File: src/rtl/lsu_subword.sv
// Load/store unit adding byte/half/word loads with extension and sub-word stores via read-modify-write
// over a word-only memory. Optional macro LSU_MISALIGN_TRAP_EN turns misaligned accesses into error responses.
module lsu_subword #(
    parameter int ADDR_W = 10
) (
    input  logic              clk,
    input  logic              rst_n,
    input  logic              req_valid,
    output logic              req_ready,
    input  logic              req_we,
    input  logic [1:0]        req_size,
    input  logic              req_unsigned,
    input  logic [31:0]       req_addr,
    input  logic [31:0]       req_wdata,
    output logic              rsp_valid,
    input  logic              rsp_ready,
    output logic [31:0]       rsp_rdata,
    output logic              rsp_err,
    output logic [ADDR_W-1:0] dm_addr,
    output logic [31:0]       dm_din,
    output logic              dm_we,
    input  logic [31:0]       dm_dout
);

    typedef enum logic [2:0] {S_IDLE, S_LD, S_RMW_RD, S_WR, S_RESP} state_t;

    state_t      state_r;
    logic [1:0]  size_r;
    logic        uns_r;
    logic [1:0]  off_r;
    logic [31:0] wdata_r;

    logic        is_word_s;
    logic        misalign_s;
    logic        trap_s;
    logic [1:0]  off_s;
    logic        unused_s;

    function automatic logic [31:0] load_extend(input logic [31:0] word, input logic [1:0] size,
                                                input logic [1:0] off, input logic uns);
        logic [7:0]  b;
        logic [15:0] h;
        logic [31:0] r;
        case (off)
            2'd0:    b = word[7:0];
            2'd1:    b = word[15:8];
            2'd2:    b = word[23:16];
            2'd3:    b = word[31:24];
            default: b = word[7:0];
        endcase
        h = off[1] ? word[31:16] : word[15:0];
        case (size)
            2'b00:   r = {{24{~uns & b[7]}}, b};
            2'b01:   r = {{16{~uns & h[15]}}, h};
            default: r = word;
        endcase
        return r;
    endfunction

    function automatic logic [31:0] store_merge(input logic [31:0] old, input logic [31:0] wd,
                                                input logic [1:0] size, input logic [1:0] off);
        logic [31:0] r;
        r = old;
        case (size)
            2'b00: begin
                case (off)
                    2'd0:    r[7:0]   = wd[7:0];
                    2'd1:    r[15:8]  = wd[7:0];
                    2'd2:    r[23:16] = wd[7:0];
                    2'd3:    r[31:24] = wd[7:0];
                    default: r[7:0]   = wd[7:0];
                endcase
            end
            2'b01: begin
                if (off[1]) r[31:16] = wd[15:0];
                else        r[15:0]  = wd[15:0];
            end
            default: r = wd;
        endcase
        return r;
    endfunction

    // Classify the incoming request: alignment check and the lane offset actually used.
    always_comb begin
        is_word_s  = req_size[1];
        misalign_s = 1'b0;
        off_s      = req_addr[1:0];
        if (is_word_s) begin
            misalign_s = (req_addr[1:0] != 2'b00);
            off_s      = 2'b00;
        end else if (req_size == 2'b01) begin
            misalign_s = req_addr[0];
            off_s      = {req_addr[1], 1'b0};
        end else begin
            misalign_s = 1'b0;
            off_s      = req_addr[1:0];
        end
    end

`ifdef LSU_MISALIGN_TRAP_EN
    assign trap_s   = misalign_s;
    assign unused_s = ^req_addr[31:ADDR_W+2];
`else
    assign trap_s   = 1'b0;
    assign unused_s = ^{req_addr[31:ADDR_W+2], misalign_s};
`endif

    // Transaction FSM; all CPU- and memory-side outputs are registered here.
    always_ff @(posedge clk or negedge rst_n) begin
        if (!rst_n) begin
            state_r   <= S_IDLE;
            req_ready <= 1'b1;
            rsp_valid <= 1'b0;
            rsp_rdata <= 32'h0000_0000;
            rsp_err   <= 1'b0;
            dm_we     <= 1'b0;
            dm_addr   <= '0;
            dm_din    <= 32'h0000_0000;
            size_r    <= 2'b00;
            uns_r     <= 1'b0;
            off_r     <= 2'b00;
            wdata_r   <= 32'h0000_0000;
        end else begin
            case (state_r)
                S_IDLE: begin
                    if (req_valid) begin
                        req_ready <= 1'b0;
                        size_r    <= req_size;
                        uns_r     <= req_unsigned;
                        off_r     <= off_s;
                        wdata_r   <= req_wdata;
                        dm_addr   <= req_addr[ADDR_W+1:2];
                        if (trap_s) begin
                            state_r   <= S_RESP;
                            rsp_valid <= 1'b1;
                            rsp_err   <= 1'b1;
                            rsp_rdata <= 32'h0000_0000;
                        end else if (!req_we) begin
                            state_r <= S_LD;
                        end else if (is_word_s) begin
                            // Whole-word store needs no read: write straight away.
                            state_r <= S_WR;
                            dm_we   <= 1'b1;
                            dm_din  <= req_wdata;
                        end else begin
                            state_r <= S_RMW_RD;
                        end
                    end
                end
                S_LD: begin
                    rsp_rdata <= load_extend(dm_dout, size_r, off_r, uns_r);
                    rsp_err   <= 1'b0;
                    rsp_valid <= 1'b1;
                    state_r   <= S_RESP;
                end
                S_RMW_RD: begin
                    dm_din  <= store_merge(dm_dout, wdata_r, size_r, off_r);
                    dm_we   <= 1'b1;
                    state_r <= S_WR;
                end
                S_WR: begin
                    dm_we     <= 1'b0;
                    rsp_rdata <= 32'h0000_0000;
                    rsp_err   <= 1'b0;
                    rsp_valid <= 1'b1;
                    state_r   <= S_RESP;
                end
                S_RESP: begin
                    if (rsp_ready) begin
                        rsp_valid <= 1'b0;
                        rsp_err   <= 1'b0;
                        req_ready <= 1'b1;
                        state_r   <= S_IDLE;
                    end
                end
                default: begin
                    state_r   <= S_IDLE;
                    req_ready <= 1'b1;
                    rsp_valid <= 1'b0;
                    dm_we     <= 1'b0;
                end
            endcase
        end
    end

endmodule

File: config.mk
export PLATFORM = sky130hd
export DESIGN_NAME = lsu_subword
export DESIGN_NICKNAME = d
export VERILOG_FILES = /design/src/rtl/lsu_subword.sv
export SDC_FILE = /design/constraint.sdc
export NUM_CORES = 1
export LEC_CHECK = 0
export BUFFER_PORTS_ARGS = -buffer_cell sky130_fd_sc_hd__buf_2
export CAP_MARGIN = 5
export CELL_PAD_IN_SITES_DETAIL_PLACEMENT = 1
export CELL_PAD_IN_SITES_GLOBAL_PLACEMENT = 2
export CORE_UTILIZATION = 31
export DETAILED_ROUTE_END_ITERATION = 10
export PLACE_DENSITY = 0.88
export SLEW_MARGIN = 20
export SYNTH_ARGS = -nofsm -noshare
export SYNTH_HDL_FRONTEND = slang
export SYNTH_SLANG_ARGS = --single-unit
File: constraint.sdc
create_clock -name clk -period 1.9 [get_ports clk]
set_input_delay 0.285 -clock clk [delete_from_list [all_inputs] [get_ports clk]]
set_output_delay 0.285 -clock clk [all_outputs]
set_load 0.01 [all_outputs]
# After elaboration in Yosys (flattened, before gate mapping)
# Cells that the tools add are included.
# op_classes
n_eq_ne	13
muxes	33
n_bitwise	6
reduce_logical	17
# op_table
cell	count
case mux 32 bit (2 select lines)	4
two-way mux 32 bit	3
two-way mux 16 bit	3
two-way mux 8 bit	5
case mux 8 bit (4 select lines)	1
case mux 3 bit (4 select lines)	1
case mux 1 bit (3 select lines)	3
two-way mux 1 bit	8
!= test 2 bit, second input constant	4
AND reduction 2 bit	4
AND reduction 4 bit	2
equality test 2 x 1 -> 1 bit, second input constant	3
equality test 3 x 2 -> 1 bit, second input constant	2
two-way mux 3 bit	2
nonzero test 2 bit	3
OR reduction 2 bit	3
equality test 2 bit, second input constant	2
zero test 2 bit	2
two-way mux 2 bit	2
inverter 1 bit	4
equality test 3 x 1 -> 1 bit, second input constant	1
equality test 3 bit, second input constant	1
zero test 3 bit	1
AND reduction 3 bit	1
3 further kinds	4
# totals
reg_bits	118
input_bits	104
output_inout_bits	78
elab_cells	81

# Longest topological paths before layout
# depth
ltp_word	6
mapped_depth	7
ltp_nobuf	4

# Worst setup path after synthesis
# Ideal clock, no wire load.
# synth_timing
path_type	reg2reg
startpoint	reg state_r[0]
endpoint	reg dm_din[28]
setup_time_ps	124
t_arrival_ps	1588
required_ps	1776
slack_ps	188
path_stages_with_launch	8
n_path_buf	3
synth_period_minus_slack_ps	1712
path_cell_list	dfrtp_1 buf_6 or3b_1 buf_2 buf_6 a221o_1 a211oi_2 o21ai_1
# synth_between
elab_chain_len	3
elab_cells_between_ends	8
classes_between	4 x eq/ne; 1 x mux; 3 x reduce/logical
# synth_rtl
element	line_no	text
from (decl)	27	state_t state_r;
from (signal assigned)	111	state_r <= S_IDLE;
from (signal assigned)	134	state_r <= S_RESP;
from (signal assigned)	139	state_r <= S_LD;
equality test 3 x 2 -> 1 bit / zero test 3 bit (equally long branches)	124	case (state_r)
nonzero test 2 bit (no line) / != test 2 bit (equally long branches)	n/a	
AND reduction 4 bit (no line)	n/a	
to (signal assigned)	144	dm_din <= req_wdata;
to (signal assigned)	157	dm_din <= store_merge(dm_dout, wdata_r, size_r, off_r);
to (decl)	20	output logic [31:0] dm_din,
# Parallel ways exist; a longest one is shown, timed or not.
# A chain may end at the register's enable or synchronous reset.

# Final worst setup path
# layout_timing
startpoint	reg size_r[1]
endpoint	reg dm_din[12]
# layout_between
elab_chain_len	3
elab_cells_between_ends	4
classes_between	1 x eq/ne; 2 x mux; 1 x reduce/logical
# layout_rtl
element	line_no	text
from (decl)	28	logic [1:0] size_r;
from (signal assigned)	128	size_r <= req_size;
equality test 2 x 1 -> 1 bit / zero test 2 bit (equally long branches)	64	case (size)
case mux 32 bit (2 select lines) *	64	
case mux 32 bit (2 select lines) *	124	
# Mark *: on every way between the ends. The rest lies on a longest branch, timed or not.

==> impl_metrics.json <==
{
  "antenna_found_initial": 0,
  "synthDistinctLibCells": 51,
  "outcome": "complete, no violations",
  "post-route-drc-count": 0,
  "synthArstFlopShare": 1.00,
  "nFillCells": 2155,
  "cp-start-kind": "register",
  "cts_sinks": 117,
  "synth_top_cell_by_area": "dfrtp_1",
  "gp_congestion": 0.878,
  "setup_viol_count_final": 0,
  "layout-drive-gt1-share": 0.414,
  "hpwl_microns": 16400,
  "slowest_stage": "dfrtp_2",
  "syn-num-nets": 671,
  "postLayoutCoreUtil": 0.416,
  "nNetsFinal": 833,
  "layout_commonest_cell": "buf_2",
  "vias": 5541,
  "synthCells": 567,
  "final_cells": 1002,
  "fin_skew_ns": 0.00893,
  "final_cell_mix": "159 x buf_2, 112 x dfrtp_1, 52 x nand2_1",
  "design_area_sq_um": 7860,
  "worstHoldPathType": "input pin to register",
  "ir_worst_vdd_mv": 0.717,
  "ctsRootBufferMaster": "clkbuf_16",
  "fmax_ghz": 0.546,
  "required_ns": 2.18,
  "worstPathCellList": "buf_4 -> or2_0 -> buf_4 -> a211oi_1 -> o21ai_0",
  "final-hold-violation-count": 0,
  "die_h_microns": 142,
  "num_rows": 50,
  "p_per_area_nw_per_um2": 1850,
  "cts_buffer_depth": 2,
  "whs_ns": 0.0770,
  "synth_ff_type": "dfrtp_1",
  "worst_slew_pin_slew_ns": 0.564,
  "fin_ws_ns": 0.0695,
  "ys_ff_latch": 117,
  "cap_violations": 0,
  "diodes": 0,
  "max-slew-margin-rel": 0.622,
  "die_w_microns": 142,
  "arrival_ns": 2.11,
  "netlist_area_sq_um": 6050,
  "end_kind": "register",
  "rsz0062_at_grt": "false",
  "insertion_delay_ns": 0.42,
  "drt_pass1_iterations": 6,
  "place_area_sq_um": 7260,
  "htree_levels": 4,
  "path_max_fanout": 15,
  "cts_setup_buffers": 0,
  "finalWirelength_microns": 22300,
  "grt_overflow": 0,
  "crit_top_cell": "buf_4",
  "vias_per_cell": 5.53,
  "core_area_sq_um": 18900,
  "syn_to_final_growth_pct": 29.8,
  "place_inst": 969,
  "wl_per_cell_microns": 22.2,
  "io_pins": 182,
  "grt_pass1_wl_microns": 34500,
  "total_power_mw": 14.5,
  "dieArea_sq_um": 20100,
  "tns_ns": 0,
  "synth_edf_count": 0,
  "avgSynthCellArea_sq_um": 10.7,
  "synth_area_leaders": "dfrtp_1 48%, mux2_2 8.0%, a221o_1 4.1%",
  "drtIter0Drc": 391,
  "path_class": "register to register",
  "cts.clk_slew.worst_paths_ns": 0.06,
  "crit_buf_inv": 2,
  "grt_usage": 0.230,
  "critPathTopFamily": "compound AO/OA/AOI/OAI gates",
  "place_ws_ns": 0.0255,
  "max_stage_delay_ns": 0.49,
  "tritoncts": "yes",
  "start_util": 0.320,
  "yosys_warnings": 0,
  "grt_pass1_vias": 5856,
  "drv_slew": 0,
  "final.min_clock_period_ns": 1.83,
  "power.static_leakage_nw": 3.51,
  "period_share": 0.963,
  "numCtsBuffers": 17,
  "ys_seq_area_frac": 0.484,
  "antenna_left": 0,
  "yosysTopAreaCellShare": 0.480,
  "grt_max_degree": 52,
  "io_buffers": 160
}
## registers in the layout (all words and copies together), names as in the netlist
register	cells
rsp_valid	1
rsp_rdata	32
state_r	3
req_ready	1
dm_din	32
dm_we	1
dm_addr	10
size_r	2
wdata_r	32
off_r	2
uns_r	1
## final timing paths
| check | start | end | slack [ns] | cells past startpoint |
|---|---|---|---|---|
| worst min register to register | dm_addr[6] | dm_addr[6] | 0.48 | 1 |
| max in group asynchronous | rst_n | req_ready | 0.89 | 3 |
| worst min-delay path | req_unsigned | uns_r | 0.08 | 3 |
| worst max-delay path | size_r[1] | dm_din[12] | 0.07 | 5 |
| min in group asynchronous | rst_n | dm_addr[7] | 0.38 | 2 |
| worst max register to register | size_r[1] | dm_din[12] | 0.07 | 5 |
## worst min-delay path: stages
cell,delay (ns)
buf_2,0.08
nand2_1,0.04
o21ai_0,0.06
## final cells by class
| cell class | count | area [sq um] | share of cell area |
|---|---|---|---|
| Tap cell | 260 | 325 | 0.0414 |
| Sequential cell | 117 | 2930 | 0.374 |
| Clock buffer | 17 | 425 | 0.0542 |
| Timing Repair Buffer | 196 | 1140 | 0.145 |
| Clock inverter | 15 | 133 | 0.0169 |
| Inverter | 5 | 18.8 | 0.00239 |
| Multi-Input combinational cell | 392 | 2880 | 0.366 |
## cell usage after synthesis, types with 3 or more instances
cell       count
mux4_2         7
a221o_1       25
nand2b_1       4
clkbuf_1      23
a21bo_2        8
mux2i_1       11
or3_1          3
nor2_1        44
o21ai_0       30
a22oi_1        5
o221ai_1       8
dfrtp_1      116
o2111ai_1      8
buf_6          4
mux2_2        43
nand4_1        8
a22o_1        10
buf_2         18
buf_1          6
a32o_1         6
nand3_1       10
a21oi_1       14
nor3_1        12
a221oi_1       7
o21ai_1       21
inv_1          4
nor2b_1        4
a211oi_2       3
mux2_1         7
nand2_1       52
a211oi_1      20
## what timing repair did
action                                 4_1_cts  5_1_grt
hold buffers                                 1        0
setup endpoints to repair                    0       25
endpoints found under the hold margin       31        0
gates resized for setup                      0        9
## cells by family (layout without fill, tap and decap cells)
group | after synthesis | in the layout | share of synthesized area
AO/OA/AOI/OAI | 174 | 174 | 0.216
buffers and inverters | 58 | 233 | 0.0459
flip-flops | 117 | 117 | 0.484
multiplexers | 68 | 68 | 0.137
other | 1 | 1 | 0.000620
AND/OR/NAND/NOR | 149 | 149 | 0.116
## routing by layer
layer,track usage,wire [microns],vias up,part of all wire
li1,-,-,2461,-
met1,0.313,9870,2800,0.44
met2,0.366,10500,246,0.47
met3,0.0489,1500,34,0.067
met4,0.0713,443,0,0.020
met5,0,0,-,0
## power by group
group | internal (mW) | switching [mW] | leakage [nW]
logic | 2.94 | 3.75 | 1.81
clock network | 1.80 | 1.27 | 0.278
registers | 3.73 | 1.03 | 1.42
total | 8.48 | 6.05 | 3.51
No activity file was read; power rests on OpenSTA's default activity.
